[config.mk]
export PLATFORM = sky130hd
export DESIGN_NAME = controle_acesso
export DESIGN_NICKNAME = d
export VERILOG_FILES = /design/src/rtl/controle_pkg.sv /design/src/rtl/dec7seg.sv /design/src/rtl/controle_acesso.sv
export SDC_FILE = /design/constraint.sdc
export NUM_CORES = 1
export LEC_CHECK = 0
export CAP_MARGIN = 20
export CORE_ASPECT_RATIO = 1.5
export CORE_UTILIZATION = 49
export DETAILED_ROUTE_END_ITERATION = 10
export HOLD_SLACK_MARGIN = 0.15
export PLACE_DENSITY = 0.85
export RECOVER_POWER = 25
export SYNTH_ARGS = -nofsm -noshare
export SYNTH_HDL_FRONTEND = slang
export SYNTH_SLANG_ARGS = --single-unit
[constraint.sdc]
create_clock -name clk -period 1.95 [get_ports clk]
set_input_delay 0.39 -clock clk [delete_from_list [all_inputs] [get_ports clk]]
set_output_delay 0.39 -clock clk [all_outputs]
set_load 0.02 [all_outputs]
[src/rtl/controle_pkg.sv]
// Shared types for the access-sequencing controller: state encoding,
// 7-segment patterns (bit 6 = A ... bit 0 = G) and a small sizing helper.
package controle_pkg;

  typedef enum logic [2:0] {
    S_IDLE,
    S_WAIT,
    S_EVAL,
    S_OPEN,
    S_CLEAR,
    S_LOCKED
  } state_t;

  localparam logic [6:0] SEG_0 = 7'b1111110;
  localparam logic [6:0] SEG_1 = 7'b0110000;
  localparam logic [6:0] SEG_2 = 7'b1101101;
  localparam logic [6:0] SEG_3 = 7'b1111001;
  localparam logic [6:0] SEG_4 = 7'b0110011;
  localparam logic [6:0] SEG_5 = 7'b1011011;
  localparam logic [6:0] SEG_6 = 7'b1011111;
  localparam logic [6:0] SEG_7 = 7'b1110000;
  localparam logic [6:0] SEG_8 = 7'b1111111;
  localparam logic [6:0] SEG_9 = 7'b1111011;
  localparam logic [6:0] SEG_L = 7'b0001110;

  function automatic int max3(int a, int b, int c);
    int m;
    m = (a > b) ? a : b;
    return (m > c) ? m : c;
  endfunction

endpackage

[src/rtl/dec7seg.sv]
// Status digit decoder: val_i (0..9) or the lock glyph when lock_i.
// Ports: val_i[3:0], lock_i in; seg_o[6:0] = {A,B,C,D,E,F,G} out.
module dec7seg
  import controle_pkg::*;
(
  input  logic [3:0] val_i,
  input  logic       lock_i,
  output logic [6:0] seg_o
);

  always_comb begin
    seg_o = '0;
    if (lock_i) begin
      seg_o = SEG_L;
    end else begin
      case (val_i)
        4'd0:    seg_o = SEG_0;
        4'd1:    seg_o = SEG_1;
        4'd2:    seg_o = SEG_2;
        4'd3:    seg_o = SEG_3;
        4'd4:    seg_o = SEG_4;
        4'd5:    seg_o = SEG_5;
        4'd6:    seg_o = SEG_6;
        4'd7:    seg_o = SEG_7;
        4'd8:    seg_o = SEG_8;
        4'd9:    seg_o = SEG_9;
        default: seg_o = '0;
      endcase
    end
  end

endmodule

[src/rtl/controle_acesso.sv]
// Access sequencer in front of the code checker: strobes digits, waits for
// the match flag, grants a timed unlock or counts failures up to lockout.
// Ports: clk, reset, insere, numero, chk_ok in; chk_insere, chk_numero,
// chk_reset, unlock, locked, A..G (status digit) out.
module controle_acesso
  import controle_pkg::*;
#(
  parameter int CODE_LEN    = 6,
  parameter int MAX_FAIL    = 3,
  parameter int LOCK_CYCLES = 20,
  parameter int OPEN_CYCLES = 8,
  parameter int CHK_LAT     = 2
) (
  input  logic       clk,
  input  logic       reset,
  input  logic       insere,
  input  logic [4:1] numero,
  input  logic       chk_ok,
  output logic       chk_insere,
  output logic [4:1] chk_numero,
  output logic       chk_reset,
  output logic       unlock,
  output logic       locked,
  output logic       A,
  output logic       B,
  output logic       C,
  output logic       D,
  output logic       E,
  output logic       F,
  output logic       G
);

  localparam int TMAX = max3(LOCK_CYCLES, OPEN_CYCLES, CHK_LAT);
  localparam int TW   = $clog2(TMAX) + 1;

  state_t          state_q, state_d;
  logic            ins_q;
  logic            strobe;
  logic [3:0]      dig_cnt_q, dig_cnt_d;
  logic [3:0]      fail_cnt_q, fail_cnt_d;
  logic [TW-1:0]   tmr_q, tmr_d;
  logic            ci_q, ci_d;
  logic [4:1]      cn_q, cn_d;
  logic            clr_q, unl_q, lck_q;
  logic [3:0]      disp_val;
  logic [6:0]      seg;

  assign strobe = insere & ~ins_q;

  always_comb begin
    state_d    = state_q;
    dig_cnt_d  = dig_cnt_q;
    fail_cnt_d = fail_cnt_q;
    tmr_d      = tmr_q;
    ci_d       = 1'b0;
    cn_d       = cn_q;
    unique case (state_q)
      S_IDLE: begin
        if (strobe) begin
          ci_d      = 1'b1;
          cn_d      = numero;
          dig_cnt_d = dig_cnt_q + 4'd1;
          if (dig_cnt_d == 4'(CODE_LEN)) begin
            state_d = S_WAIT;
            tmr_d   = TW'(CHK_LAT - 1);
          end
        end
      end
      S_WAIT: begin
        if (tmr_q == '0) state_d = S_EVAL;
        else             tmr_d   = tmr_q - 1'b1;
      end
      S_EVAL: begin
        if (chk_ok) begin
          fail_cnt_d = '0;
          state_d    = S_OPEN;
          tmr_d      = TW'(OPEN_CYCLES - 1);
        end else begin
          fail_cnt_d = fail_cnt_q + 4'd1;
          if (fail_cnt_d == 4'(MAX_FAIL)) begin
            state_d = S_LOCKED;
            tmr_d   = TW'(LOCK_CYCLES - 1);
          end else begin
            state_d = S_CLEAR;
          end
        end
      end
      S_OPEN: begin
        if (tmr_q == '0) state_d = S_CLEAR;
        else             tmr_d   = tmr_q - 1'b1;
      end
      S_CLEAR: begin
        dig_cnt_d = '0;
        state_d   = S_IDLE;
      end
      S_LOCKED: begin
        if (tmr_q == '0) begin
          fail_cnt_d = '0;
          state_d    = S_CLEAR;
        end else begin
          tmr_d = tmr_q - 1'b1;
        end
      end
      default: state_d = S_IDLE;
    endcase
  end

  // Status flags are registered off the next state so they rise on the
  // edge that enters their state.
  always_ff @(posedge clk or posedge reset) begin
    if (reset) begin
      state_q    <= S_IDLE;
      ins_q      <= 1'b0;
      dig_cnt_q  <= '0;
      fail_cnt_q <= '0;
      tmr_q      <= '0;
      ci_q       <= 1'b0;
      cn_q       <= '0;
      clr_q      <= 1'b0;
      unl_q      <= 1'b0;
      lck_q      <= 1'b0;
    end else begin
      state_q    <= state_d;
      ins_q      <= insere;
      dig_cnt_q  <= dig_cnt_d;
      fail_cnt_q <= fail_cnt_d;
      tmr_q      <= tmr_d;
      ci_q       <= ci_d;
      cn_q       <= cn_d;
      clr_q      <= (state_d == S_CLEAR);
      unl_q      <= (state_d == S_OPEN);
      lck_q      <= (state_d == S_LOCKED);
    end
  end

  assign chk_insere = ci_q;
  assign chk_numero = cn_q;
  assign chk_reset  = reset | clr_q;
  assign unlock     = unl_q;
  assign locked     = lck_q;

  assign disp_val = 4'(MAX_FAIL) - fail_cnt_q;

  dec7seg u_seg (
    .val_i  (disp_val),
    .lock_i (lck_q),
    .seg_o  (seg)
  );

  assign {A, B, C, D, E, F, G} = seg;

endmodule
== Word-level counts from Yosys, hierarchy flattened ==
Memory sizes are Yosys's and may differ from the RTL's.
Index checks and enable logic that the tools add are counted.

* Flip-flop bits (word level): 26
* ROM bits: 112
* Bits of input ports: 8
* Output and inout bits: 15
* Word-level logic and storage cells: 65
* Memories kept: 1

* Add/sub/neg operators: 4
* Equal/unequal tests: 15
* Mux-type cells: 21
* Bitwise logic cells: 3
* Reduce and logical (&&, ||, !) cells: 11

{| class="wikitable"
|+ Memory list
! memory !! words !! bits a word !! rd ports !! clocked after memory_dff !! write ports !! line !! text
|-
| (no name shown) || 16 || 7 || 1 || 0 || 0 || dec7seg.sv:16 || <nowiki>case (val_i)</nowiki>
|}

{| class="wikitable"
|+ Operators by type and width
! kind !! number
|-
| 2-to-1 mux 6 bit || 5
|-
| case mux 6 bit (3 select lines) || 1
|-
| case mux 4 bit (2 select lines) || 2
|-
| 2-to-1 mux 3 bit || 5
|-
| equality test 3 bit, second input constant || 4
|-
| 2-to-1 mux 4 bit || 3
|-
| case mux 3 bit (4 select lines) || 1
|-
| equality test 3 x 2 -> 1 bit, second input constant || 3
|-
| adder 4 x 1 -> 4 bit, second input constant || 2
|-
| != test 2 bit, second input constant || 4
|-
| 2-to-1 mux 7 bit || 1
|-
| logical NOT 6 bit || 1
|-
| AND reduction 2 bit || 3
|-
| subtractor 6 x 1 -> 6 bit, second input constant || 1
|-
| AND reduction 5 bit || 1
|-
| equality test 4 x 2 -> 1 bit, second input constant || 1
|-
| equality test 4 x 3 -> 1 bit, second input constant || 1
|-
| nonzero test 2 bit || 2
|-
| subtractor 2 x 4 -> 4 bit, first input constant || 1
|-
| equality test 3 x 1 -> 1 bit, second input constant || 1
|-
| logical NOT 3 bit || 1
|-
| 2-to-1 mux 1 bit || 3
|-
| != test 3 bit, second input constant || 1
|-
| nonzero test 3 bit || 1
|-
| 5 further kinds || 5
|}

== Depth between registers and ports, before layout ==
* Depth after elaboration: 6
* Gate-level depth with buffers: 6
* Depth with buffers taken out: 6

== By module ==
A second synthesis with hierarchy kept.

* Cells, all modules: 179
* Area total of the unflattened synthesis: 1,625.3 um^2

{| class="wikitable"
|+ Modules (own cells, without submodules)
! module !! instances !! cells an instance !! area each (um^2) !! seq. area each (um^2)
|-
| controle_acesso || 1 || 145 || 1,396.3 || 650.6
|-
| dec7seg || 1 || 34 || 229.0 || 0.0
|}

== Worst setup path after synthesis ==
Ideal clock, no wire load.

* Path type: register to register
* From: reg fail_cnt_q[0]
* To: reg tmr_q[2]
* Library setup time: 0.125 ns
* Data arrival time: 1.860 ns
* Data required time: 1.825 ns
* Setup slack: -0.035 ns
* Stages on the path, launching flop included: 6
* Buffers on the path: 0
* Clock period less this slack: 1.985 ns
* Cell sequence: dfrtp_1 > ha_1 > ha_1 > o2111ai_2 > a221oi_4 > mux2_4

* Cells in the longest elaborated chain, start to end: 4

{| class="wikitable"
|+ Ends and longest elaborated chain
! item !! line !! text
|-
| start: declaration || controle_acesso.sv:40 || <nowiki>logic [3:0] fail_cnt_q, fail_cnt_d;</nowiki>
|-
| start signal: assignment || controle_acesso.sv:126 || <nowiki>fail_cnt_q <= fail_cnt_d;</nowiki>
|-
| adder 4 x 1 -> 4 bit || controle_acesso.sv:79 || <nowiki>fail_cnt_d = fail_cnt_q + 4'd1;</nowiki>
|-
| equality test 4 x 2 -> 1 bit || controle_acesso.sv:80 || <nowiki>if (fail_cnt_d == 4'(MAX_FAIL)) begin</nowiki>
|-
| != test 3 bit (no source line) || -- ||
|-
| AND reduction 5 bit (no source line) || -- ||
|-
| end signal: assignment || controle_acesso.sv:127 || <nowiki>tmr_q <= tmr_d;</nowiki>
|-
| end: declaration || controle_acesso.sv:41 || <nowiki>logic [TW-1:0] tmr_q, tmr_d;</nowiki>
|}

Every way passes these cells.
A chain may end at the register's enable or synchronous reset.

== Worst setup path after layout ==
* From: reg fail_cnt_q[0]
* To: out E

* Cells in the longest elaborated chain, start to end: 3

{| class="wikitable"
|+ Ends and longest elaborated chain
! item !! line !! text
|-
| subtractor 2 x 4 -> 4 bit || controle_acesso.sv:142 || <nowiki>assign disp_val = 4'(MAX_FAIL) - fail_cnt_q;</nowiki>
|-
| memory read (16 x 7 bit) || -- ||
|-
| 2-to-1 mux 7 bit || dec7seg.sv:13 || <nowiki>if (lock_i) begin</nowiki>
|-
| end: declaration || controle_acesso.sv:28 || <nowiki>output logic E,</nowiki>
|}

Every way passes these cells.

==> run summary <==
* 1.56 ns — required time of the critical path
* 1.00 nW — leakage component of the power
* 1 — number of stages on the worst hold path
* 4 — biggest fanout along the worst timing path
* met4 — max layer used
* 3 — number of clock buffers inserted by TritonCTS
* buf_4 — most frequent standard cell in the layout excluding fill and tap cells
* 6.25 — average via count per standard cell
* reg -> out — kind of critical path
* 1 — H-tree lvl count
* 30.5% — proportion of layout cells with a drive suffix above 1
* 0.00397 W — power after layout
* 4 — First-pass DRT Iterations
* register — crit path launch type
* 17.8 microns — post-detailed-route wirelength per cell
* chk_numero[2]$_DFFE_PP0P_ — worst min-delay path startpoint
* 657 sq um — Seq. cell area
* done — TritonCTS clock tree
* 9.67 sq um — mean instance size in the synthesized netlist
* 1.58 mm — DRT met1 WL
* 26.2% — all-layer global routing usage
* 0.00249 ns — final worst clock skew
* 26 — flops & latches, synth
* 0.04 ns — R2R Setup Slk
* 25 — total number of placement rows
* 26 — Clock Sink Count
* 73.1 microns — floorplan die height
* 0 — residual DRC count
* 0 — number of nets with antenna violations after routing
* 250 — Fillers
* 188 — synthesized net count
* 0.00165 sq mm — cell area after technology mapping
* negative setup slack — failing checks
* 0 — number of flops mapped to enable cells by yosys
* 34.7% — Area Growth Syn to Fin
* 2.05 ns — Min Clock Period, post-route
* 0 — diode insertion count for antenna repair
* chk_numero[2]$_DFFE_PP0P_ — Hold Path End
* finished, violations left — run status
* 49.4 microns — horizontal die dimension
* 231 — final-stage net count
* 2.56 mm — DR WL met2
* 0 — sum of overflow across all layers after global routing
* 23 — Ports
* 4.50 mm — final WL
* 5 — number of endpoints failing setup at the final stage
* -0.105 ns — setup slack after layout
* 57.2% — slew margin rel.
* output pin — category of the worst setup path capture point
* 105% — final worst path period share
* reg -> reg — worst hold path class
* 1569 — number of global-route vias before repair
* 0 — final slew viol count
* 1.66 ns — data arrival time of the worst path
* 7.12 mm — wire length of the first global-routing pass
* 0 — number of hold violations in the final report
* 1582 — vias post-DR
* 52 — count of cell types in the netlist
* 188 microns — met3 wire length
* 0 — number of violations of the max-capacitance limit
* 0.641 ns — Worst-Margin Slew
* 22 — number of input and output port buffers inserted
* yes — setup repair after global routing missed its margin
* 0.00319 sq mm — area of the core region
* 0.487 GHz — highest achievable clock rate
* 3.17 mm — Detail Placement HPWL
* 0.09 ns — clock-pin slew on the worst setup and hold paths
* fail_cnt_q[0]$_DFFE_PP0P_ — reg-to-reg critical path startpoint
* 0 — Post-CTS Hold Buffers
* 987 sq um — multi-input logic area
* 51.8% — initial cell density of the core
* 0.00361 sq mm — Die Outline Area
* 27 — largest net degree at the start of global routing
* 5 — number of cells traversed by the worst register-to-register path
* tmr_q[2]$_DFFE_PP0P_ — Reg-to-Reg End
* 0.904 — GPL Wtd Cong
* 0 — Synth warnings
* dfrtp_1 — dominant register cell in the synthesized netlist
* 2 — maximum root-to-sink buffer count
* buf_4 (23), dfrtp_1 (21), nor2_1 (13), clkdlybuf4s50_1 (12) — top library cells by usage in the layout, fill and taps aside
* 39.4% — proportion of synthesized chip area in sequential cells
* clkbuf_8 — Clk Tree Root Cell
* 1.20 mV — maximum vdd drop
* 0.512 ns — Worst Hold Slack
* 171 — number of instances in the synthesized netlist
* 1780 mW/mm^2 — PwrDens
* 61 — DR iter-0 viols
* 0 — initial antenna violation count
* 100% — async set or reset register ratio after synthesis
* 0.28 ns — clock network latency to the later pin of the worst-skew pair
[what timing repair did]
action / in CTS / in global routing
buffers inserted: 1 / 0
pin swaps: 8 / 6
resized for setup: 42 / 17
setup endpoints to repair: 12 / 21
[power breakdown]
part           total (W)  switching [W]  internal (W)
Sequential       0.00104       0.000281      0.000759
Clock           0.000451       0.000176      0.000275
Combinational    0.00248        0.00127       0.00120
Total            0.00397        0.00173       0.00224
[logic make-up (layout without fill, tap and decap cells)]
family	count (synthesis)	in the layout	share of synthesized area [%]
compound gates	52	52	24.2
simple gates	51	51	16.6
flops	26	26	39.4
buf+inv	22	64	5.60
fa+ha+maj	9	9	6.81
mux	8	8	5.83
xor+xnor	3	3	1.59
[per-stage QoR]
step | area (sq um) | setup TNS, ns | worst slack, ns | util, % | instances
2_1_floorplan | 1660 | 0 | 0.00954 | - | 171
3_3_place_gp | 2070 | -1.59 | -0.226 | 64.8 | 248
3_5_place_dp | 2070 | -2.46 | -0.316 | 64.8 | 248
4_1_cts | 2170 | -0.384 | -0.128 | 68.2 | 253
5_1_grt | 2230 | -0.687 | -0.180 | 69.8 | 253
6_report | 2230 | -0.358 | -0.105 | 69.8 | 253
[layout make-up]
cell class	instances	area share, %
Tap cell	40	2.25
Clock buffer	3	1.85
Multi-Input combinational cell	123	44.4
Timing Repair Buffer	48	18.7
Clock inverter	1	1.35
Sequential cell	26	29.5
Inverter	12	2.02
[cells in the mapped netlist (3+ instances only)]
master	n	area share [%]
dfrtp_1	26	39
nor2_1	13	3.0
inv_1	12	2.7
nand2_1	10	2.3
a21oi_1	9	2.7
ha_1	9	6.8
clkbuf_1	6	1.4
nand3_1	6	1.8
o21ai_0	6	1.8
a31oi_1	5	1.9
nor2b_1	4	1.5
or3_1	4	1.5
a211o_1	3	1.6
mux2_1	3	2.0
o32ai_1	3	1.6
o41ai_1	3	1.6
[how the worst max path moves through the flow]
stage	from	to	cells after the start
after global routing	fail_cnt_q[1]$_DFFE_PP0P_	E	6
after CTS	fail_cnt_q[0]$_DFFE_PP0P_	E	6
final	fail_cnt_q[0]$_DFFE_PP0P_	E	6
after global placement	fail_cnt_q[0]$_DFFE_PP0P_	E	6
after floorplan	fail_cnt_q[0]$_DFFE_PP0P_	tmr_q[2]$_DFFE_PP0P_	5
after detailed placement	fail_cnt_q[0]$_DFFE_PP0P_	E	6
[critical path, cell delays in order (launching register included)]
cell and delay [ns]:
dfrtp_2 0.45, ha_4 0.19, ha_4 0.16, a211oi_2 0.18, a21oi_1 0.05, or2_1 0.22
buf_6 0.13
[layer usage]
metal  vias up  track usage (%)
met4         0             14.9
met5         -                0
met3        17             2.92
met1       768             25.4
met2        75             52.2
li1        722                -
[sequential cells by signal, indices dropped and copies added (netlist names)]
signal and flops:
tmr_q 6, chk_numero 4, dig_cnt_q 4, fail_cnt_q 4, state_q 3, chk_insere 1
clr_q 1, ins_q 1, locked 1, unlock 1
No activity file was read; power rests on OpenSTA's default activity.
